<file path="config.mk">
export PLATFORM = sky130hd
export DESIGN_NAME = fir_decimate_mac
export DESIGN_NICKNAME = d
export VERILOG_FILES = /design/src/rtl/fir_decimate_mac.sv
export SDC_FILE = /design/constraint.sdc
export NUM_CORES = 2
export LEC_CHECK = 0
export BUFFER_PORTS_ARGS = -buffer_cell sky130_fd_sc_hd__buf_2
export CAP_MARGIN = 20
export CORE_MARGIN = 2
export CORE_UTILIZATION = 37
export CTS_CLUSTER_SIZE = 25
export DETAILED_ROUTE_END_ITERATION = 12
export SLEW_MARGIN = 25
export SYNTH_ARGS = -nofsm -noshare
export SYNTH_HDL_FRONTEND = slang
export SYNTH_SLANG_ARGS = --single-unit
</file>
<file path="constraint.sdc">
create_clock -name clk -period 10.6 [get_ports clk]
set_clock_uncertainty 0.2 [all_clocks]
set_input_delay 1.06 -clock clk [delete_from_list [all_inputs] [get_ports clk]]
set_output_delay 1.06 -clock clk [all_outputs]
set_load 0.1 [all_outputs]
</file>
<file path="src/rtl/fir_decimate_mac.sv">
// Decimating FIR with one shared multiplier and runtime-loadable coefficients.
// A MAC runs only for samples kept by the decimator; the result is shifted and saturated.
module fir_decimate_mac #(
    parameter int DATA_WIDTH = 16,
    parameter int COEF_WIDTH = 16,
    parameter int NUM_TAPS   = 16,
    parameter int ACC_WIDTH  = DATA_WIDTH + COEF_WIDTH + $clog2(NUM_TAPS)
) (
    input  logic                          clk,
    input  logic                          rst,
    input  logic                          single_valid_in,
    input  logic signed [DATA_WIDTH-1:0]  data_in,
    input  logic [3:0]                    decim_factor,
    input  logic [4:0]                    right_shift,
    input  logic                          coef_we,
    input  logic [$clog2(NUM_TAPS)-1:0]   coef_addr,
    input  logic signed [COEF_WIDTH-1:0]  coef_data,
    input  logic                          overrun_clr,
    output logic                          valid_out,
    output logic signed [DATA_WIDTH-1:0]  data_out,
    output logic                          busy,
    output logic                          overrun
);

    localparam int AW = $clog2(NUM_TAPS);
    localparam int PW = DATA_WIDTH + COEF_WIDTH;
    localparam logic [AW-1:0] LAST = AW'(NUM_TAPS - 1);

    typedef enum logic [1:0] {
        IDLE,
        MAC,
        OUT
    } state_t;

    logic signed [DATA_WIDTH-1:0] samples [NUM_TAPS];
    logic signed [COEF_WIDTH-1:0] coefs   [NUM_TAPS];

    state_t                       state;
    logic [AW-1:0]                wr_ptr;
    logic [AW-1:0]                rd_ptr;
    logic [AW-1:0]                tap;
    logic [3:0]                   phase;
    logic signed [ACC_WIDTH-1:0]  acc;
    logic signed [ACC_WIDTH-1:0]  shifted;
    logic signed [PW-1:0]         product;
    logic signed [DATA_WIDTH-1:0] sat_val;
    logic [ACC_WIDTH-DATA_WIDTH:0] upper;
    logic                         accept;
    logic                         drop;
    logic                         trigger;
    logic                         coef_ok;

    assign accept  = single_valid_in & ~busy;
    assign drop    = single_valid_in & busy;
    assign trigger = accept & (phase >= decim_factor);
    assign coef_ok = coef_we & ~busy & (coef_addr <= LAST);

    // rd_ptr walks backwards from the newest sample, so tap k meets the k-th older input
    assign product = samples[rd_ptr] * coefs[tap];
    assign shifted = acc >>> right_shift;
    assign upper   = shifted[ACC_WIDTH-1:DATA_WIDTH-1];

    // Clamp when the bits above the output sign are not a pure sign extension
    always_comb begin
        sat_val = shifted[DATA_WIDTH-1:0];
        if (!upper[ACC_WIDTH-DATA_WIDTH] && (|upper)) begin
            sat_val = {1'b0, {(DATA_WIDTH-1){1'b1}}};
        end else if (upper[ACC_WIDTH-DATA_WIDTH] && !(&upper)) begin
            sat_val = {1'b1, {(DATA_WIDTH-1){1'b0}}};
        end
    end

    // Circular delay line: an accepted sample overwrites the oldest slot
    always_ff @(posedge clk or negedge rst) begin
        if (!rst) begin
            for (int i = 0; i < NUM_TAPS; i++) begin
                samples[i] <= '0;
            end
            wr_ptr <= '0;
        end else if (accept) begin
            samples[wr_ptr] <= data_in;
            wr_ptr <= (wr_ptr == LAST) ? '0 : wr_ptr + 1'b1;
        end
    end

    // Coefficient bank, writable only while no MAC is in flight
    always_ff @(posedge clk or negedge rst) begin
        if (!rst) begin
            for (int i = 0; i < NUM_TAPS; i++) begin
                coefs[i] <= '0;
            end
        end else if (coef_ok) begin
            coefs[coef_addr] <= coef_data;
        end
    end

    // Decimation phase, busy window and sticky overrun (a drop beats a clear)
    always_ff @(posedge clk or negedge rst) begin
        if (!rst) begin
            phase   <= '0;
            busy    <= 1'b0;
            overrun <= 1'b0;
        end else begin
            if (accept) begin
                phase <= trigger ? 4'd0 : phase + 4'd1;
            end
            if (trigger) begin
                busy <= 1'b1;
            end else if (valid_out) begin
                busy <= 1'b0;
            end
            if (drop) begin
                overrun <= 1'b1;
            end else if (overrun_clr) begin
                overrun <= 1'b0;
            end
        end
    end

    // MAC sequencer: one product per cycle, then one cycle to scale and emit
    always_ff @(posedge clk or negedge rst) begin
        if (!rst) begin
            state     <= IDLE;
            rd_ptr    <= '0;
            tap       <= '0;
            acc       <= '0;
            valid_out <= 1'b0;
            data_out  <= '0;
        end else begin
            valid_out <= 1'b0;
            unique case (state)
                IDLE: begin
                    if (trigger) begin
                        rd_ptr <= wr_ptr;
                        tap    <= '0;
                        acc    <= '0;
                        state  <= MAC;
                    end
                end
                MAC: begin
                    acc    <= acc + {{(ACC_WIDTH-PW){product[PW-1]}}, product};
                    rd_ptr <= (rd_ptr == '0) ? LAST : rd_ptr - 1'b1;
                    tap    <= tap + 1'b1;
                    if (tap == LAST) begin
                        state <= OUT;
                    end
                end
                OUT: begin
                    data_out  <= sat_val;
                    valid_out <= 1'b1;
                    state     <= IDLE;
                end
                default: state <= IDLE;
            endcase
        end
    end

endmodule

</file>
---- After elaboration in Yosys (flattened, before gate mapping) ----
Cells that the tools add are included.
Widths: inputs -> output; s select.
storage, ports and cells
  flip-flop bits (word level) ............. 585
  input port bits ......................... 50
  output and inout bits ................... 19
operators by class
  $add $sub $neg .......................... 5
  multipliers ............................. 1
  order comparisons ....................... 8
  eq/ne operators ......................... 6
  shifts and indexed selects .............. 1
  mux-type cells .......................... 31
  bitwise gates (word level) .............. 10
  reductions and logical operators ........ 15
operators with widths
  kind                 count
  $bwmux 256           2
  $bmux 16 s4          2
  $demux 16 s4         2
  $mux 16              8
  $pmux 36 s2          1
  $add 36x36->36       1
  $mux 36              1
  $sshr 36x5->36       1
  $mul 16x16->32       1
  $reduce_and 21->1    1
  $reduce_or 21->1     1
  $ge 5x5->1 const B   4
  $mux 4               5
  $not 4->5            4
  $pmux 4 s2           2
  $add 4x1->4 const B  3
  $lt 5x1->1 const B   2
  $eq 4x4->1 const B   2
  $reduce_bool 2->1    3
  $and 1x1->1          5
  $mux 1               5
  $ge 4x4->1           1
  $le 4x4->1 const B   1
  $logic_and 1x1->1    4
  11 further kinds     15

---- Depth between registers and ports, before layout ----
  word-level depth ........................ 7
  depth in mapped cells ................... 44
  depth with buffers taken out ............ 40

---- Worst setup path after synthesis ----
No wires, ideal clock.
  path kind ............................... register -> register
  from .................................... register rd_ptr[0]
  to ...................................... register acc[34]
  library setup time ...................... 0.133 ns
  arrival ................................. 9.736 ns
  required time ........................... 10.267 ns
  slack ................................... 0.531 ns
  cell stages (with the launch flop) ...... 38
  buffers on the path ..................... 4
  clock period less this slack ............ 10.069 ns
  cell sequence ........................... dfrtp_1 -> clkbuf_1 -> buf_1 -> buf_2 -> mux4_2 -> mux4_2 -> clkbuf_1 -> and2_1 -> fa_1 -> inv_1 -> fa_1 -> fa_1 -> fa_1 -> inv_1 -> fa_1 -> inv_1 -> fa_1 -> inv_1 -> [2 not listed] -> a221oi_1 -> o21ai_0 -> nor3b_1 -> o211a_1 -> o31ai_1 -> a21oi_1 -> a21o_1 -> a21oi_1 -> xnor2_1 -> ha_1 -> a21oi_1 -> o21ai_0 -> or3_1 -> o21ai_0 -> nor3_1 -> a2111oi_0 -> xor2_1 -> o21ai_0
on the way
  cells in the longest elaborated chain, start to end .. 7
RTL lines
  element                                      line  source
  start, declared                              40    logic [AW-1:0] rd_ptr;
  start signal, assigned                       134   rd_ptr <= wr_ptr;
  start signal, assigned                       142   rd_ptr <= (rd_ptr == '0) ? LAST : rd_ptr - 1'b1;
  $not 4->5 (implied by the code)              59    assign product = samples[rd_ptr] * coefs[tap];
  $bmux 16 s4                                  59
  $mux 16 (implied by the code) (2 in series)  59
  $mul 16x16->32                               59
  $add 36x36->36                               141   acc <= acc + {{(ACC_WIDTH-PW){product[PW-1]}}, product};
  $pmux 36 s2                                  131   unique case (state)
  end signal, assigned                         141
  end, declared                                43    logic signed [ACC_WIDTH-1:0] acc;
No other way between the ends. The select of a mux whose other input is x is not followed.
A chain may end at the register's enable or synchronous reset.

---- Worst setup path after layout ----
Ends and elaborated chain as after synthesis.

==> flow_metrics.py <==
metrics = {
    "job": {
        "max_cap_violations": 0,
    },
    "power": {
        "power_density_mw_per_mm2": 108,
        "p_total_uw": 4810,
        "power_frac_seq_pct": 46.6,
        "p_int_uw": 3690,
        "pwr-share-comb_pct": 4.0,
        "sw_frac_of_total_pct": 23.4,
        "vdd_drop_max_mv": 0.0976,
        "p_leak_uw": 0.0225,
        "pwr-share-clk_pct": 49.4,
        "p_switching_uw": 1130,
    },
    "yosys": {
        "synth_area_leaders": "dfrtp_1 (37%), mux2_2 (15%), fa_1 (13%)",
        "ys_warn_count": 0,
        "synth.avg_cell_area_um2": 11.7,
        "ys_async_sr_fraction_pct": 100,
        "synth_fp_nets": 3815,
        "ys.flop_type": "dfrtp_1",
        "yosysTopAreaCell": "dfrtp_1",
        "ys_seq_elements": 585,
        "postSynthCellCount": 3373,
        "yosysSeqAreaShare_pct": 37.0,
        "synth_top_area_share_pct": 37.0,
        "synth_edf_count": 0,
        "synth.distinct_cells": 72,
        "syn_area_mm2": 0.0395,
    },
    "finish": {
        "final_common_cell": "dfrtp_1",
        "layout_common_cells": "dfrtp_1 (581), mux2_2 (534), inv_1 (328)",
        "num-nets-final": 3880,
        "drive_gt1_share_pct": 28.8,
        "syn2layout_area_growth_pct": 12.3,
    },
    "placed_design": {
        "portBuffers": 68,
        "dp_hpwl_um": 66100,
        "globalplace.congestion": 0.835,
        "pre_cts_ws_ns": 0.350,
    },
    "drt": {
        "dr_wl_met3_um": 4180,
        "drt_pass1_iterations": 5,
        "ant_nets": 0,
        "drc": 0,
        "drt-met1-wl_um": 47100,
        "routed-wl-met2_um": 45400,
        "via_per_inst": 5.25,
        "wl_um": 98700,
        "routed.top_layer": "met5",
        "vias": 25700,
        "routedWlPerCell_um": 20.2,
        "dr.first_iter.drc_count": 1648,
    },
    "timing": {
        "setup_violations": 0,
        "post-route-min-period_ns": 10.00,
        "final-hold-violation-count": 0,
        "worst_pin_slew_ns": 1.00,
        "timing.final.crit_share_pct": 94.4,
        "slew_headroom_pct": 33.2,
        "fin_tns_setup_ns": 0,
        "timing.final.max_slew_violations": 0,
        "layout_setup_ws_ns": 0.597,
        "rsz0062_at_grt": "no",
        "fmax_mhz": 100,
    },
    "setup_path": {
        "crit_required_ns": 10.89,
        "cp_slowest_cell": "mux4_2",
        "crit_type": "register to register",
        "cpMostUsedCell": "fa_1",
        "cp-end-kind": "register",
        "arrival_ns": 10.30,
        "cpPeakStageDelay_ns": 0.65,
        "cp_max_fo": 24,
        "cp-start-kind": "register",
    },
    "die": {
        "coreArea_mm2": 0.106,
        "die_w_um": 331,
        "start_util_pct": 37.4,
        "num_rows": 119,
        "die_h_um": 331,
        "io_pins": 69,
        "die_area_mm2": 0.110,
    },
    "clock_network": {
        "clockBufferDepth": 3,
        "cts_htree_levels": 3,
        "clk_pin_slew_ns": 0.06,
        "insertion_delay_ns": 0.64,
        "numCtsBuffers": 67,
        "tritoncts": "built",
        "cts_hold_buf": 0,
        "clock-root-buffer": "clkbuf_16",
        "numClockSinks": 585,
    },
    "worst_hold_path": {
        "min_path_type": "primary input to async pin",
    },
    "global_routing": {
        "grt_max_degree": 184,
        "grtUsageTotal_pct": 18.2,
        "grt_pass1_vias": 26600,
        "grt_overflow": 0,
        "grt_pass1_wl_um": 155000,
        "antenna_found_initial": 9,
    },
    "status": {
        "status": "completed",
    },
}
-- timing repair --
| item | in CTS | in global routing |
|---|---|---|
| setup endpoints to repair | 0 | 2 |
| gates resized for setup | 0 | 9 |
| buffers inserted | 0 | 12 |
-- final cells by class --
type | instances | area [µm²]
Timing Repair Buffer | 188 | 1460
Antenna cell | 4 | 10.0
Clock inverter | 16 | 294
Tap cell | 1391 | 1740
Fill cell | 9939 | 61300
Multi-Input combinational cell | 2266 | 23000
Sequential cell | 585 | 14600
Inverter | 330 | 1240
Clock buffer | 104 | 2000
-- power by group through the flow --
stage          clock network (µW)  logic (µW)  registers [µW]
2_1_floorplan                   0        98.5            2280
3_5_place_dp                    0         193            2280
4_1_cts                      2440         194            2240
3_3_place_gp                    0         193            2280
6_report                     2380         194            2240
5_1_grt                      2530         220            2240
-- worst paths after layout --
kind | slack, ns | endpoint | startpoint | cells after the start
min in group clk | 0.27 | data_out[15] | data_out[15] | 2
worst max-delay path | 0.60 | acc[34] | rd_ptr[0] | 35
worst min register to register | 0.27 | data_out[15] | data_out[15] | 2
max in group asynchronous | 7.82 | coefs[210] | rst | 4
worst min-delay path | 0.20 | samples[73] | rst | 1
worst max register to register | 0.60 | acc[34] | rd_ptr[0] | 35
-- per-stage QoR --
step / utilization (%) / hold slack, ns / cell area [µm²] / cells
after global placement: 39.6 / 0.258 / 41800 / 4743
after global routing: 42.0 / 0.216 / 44400 / 4882
final: 42.0 / 0.197 / 44400 / 4884
after floorplan: - / 0.274 / 39500 / 3373
after CTS: 41.7 / 0.212 / 44100 / 4863
after detailed placement: 39.6 / 0.267 / 41800 / 4743
-- worst max-delay path, delay by kind of cell, from the launching register on --
| kind | cells | cell delay, ns |
|---|---|---|
| multiplexers | 2 | 1.26 |
| flip-flops | 1 | 0.50 |
| buffers and inverters | 6 | 0.64 |
| adder cells (fa/ha/maj) | 8 | 3.57 |
| AO/OA/AOI/OAI | 12 | 2.40 |
| XOR/XNOR | 2 | 0.31 |
| AND/OR/NAND/NOR | 5 | 0.94 |
-- logic make-up after synthesis --
| group | share of synthesized area, % |
|---|---|
| AOI/OAI and AO/OA | 6.47 |
| xor gates and xnor gates | 1.48 |
| adders and majority gates | 17.4 |
| buffers and inverters | 5.17 |
| DFF | 37.0 |
| muxes | 24.9 |
| and+or+nand+nor | 7.55 |
-- sequential cells by signal, indices dropped and copies added, names as in the netlist --
| name | count |
|---|---|
| acc | 36 |
| busy | 1 |
| coefs | 256 |
| data_out | 16 |
| overrun | 1 |
| phase | 4 |
| rd_ptr | 4 |
| samples | 256 |
| state | 2 |
| tap | 4 |
| valid_out | 1 |
| wr_ptr | 4 |
-- cells in the mapped netlist, types with 9 or more instances --
library cell	n
a21oi_1	110
nor3_1	17
mux2i_1	96
a22oi_1	16
o211ai_1	9
xor2_1	23
nand3_1	20
o21a_1	13
clkbuf_1	154
ha_1	129
dfrtp_1	585
mux4_2	127
and2_1	134
and3_1	12
nand2b_1	9
inv_1	328
xnor2_1	44
fa_1	263
mux2_2	534
nor2b_1	19
buf_1	14
nor2_1	86
a211oi_1	12
o21ai_1	13
a221oi_1	18
buf_2	19
a21o_1	32
nand2_1	299
o21ai_0	138
-- per-layer routing --
layer  vias up  track usage, %
met1     13300            26.0
met5         -               0
li1      11700               -
met3       125            2.61
met2       506            29.2
met4         4            4.37
No activity file was read; power rests on OpenSTA's default activity.
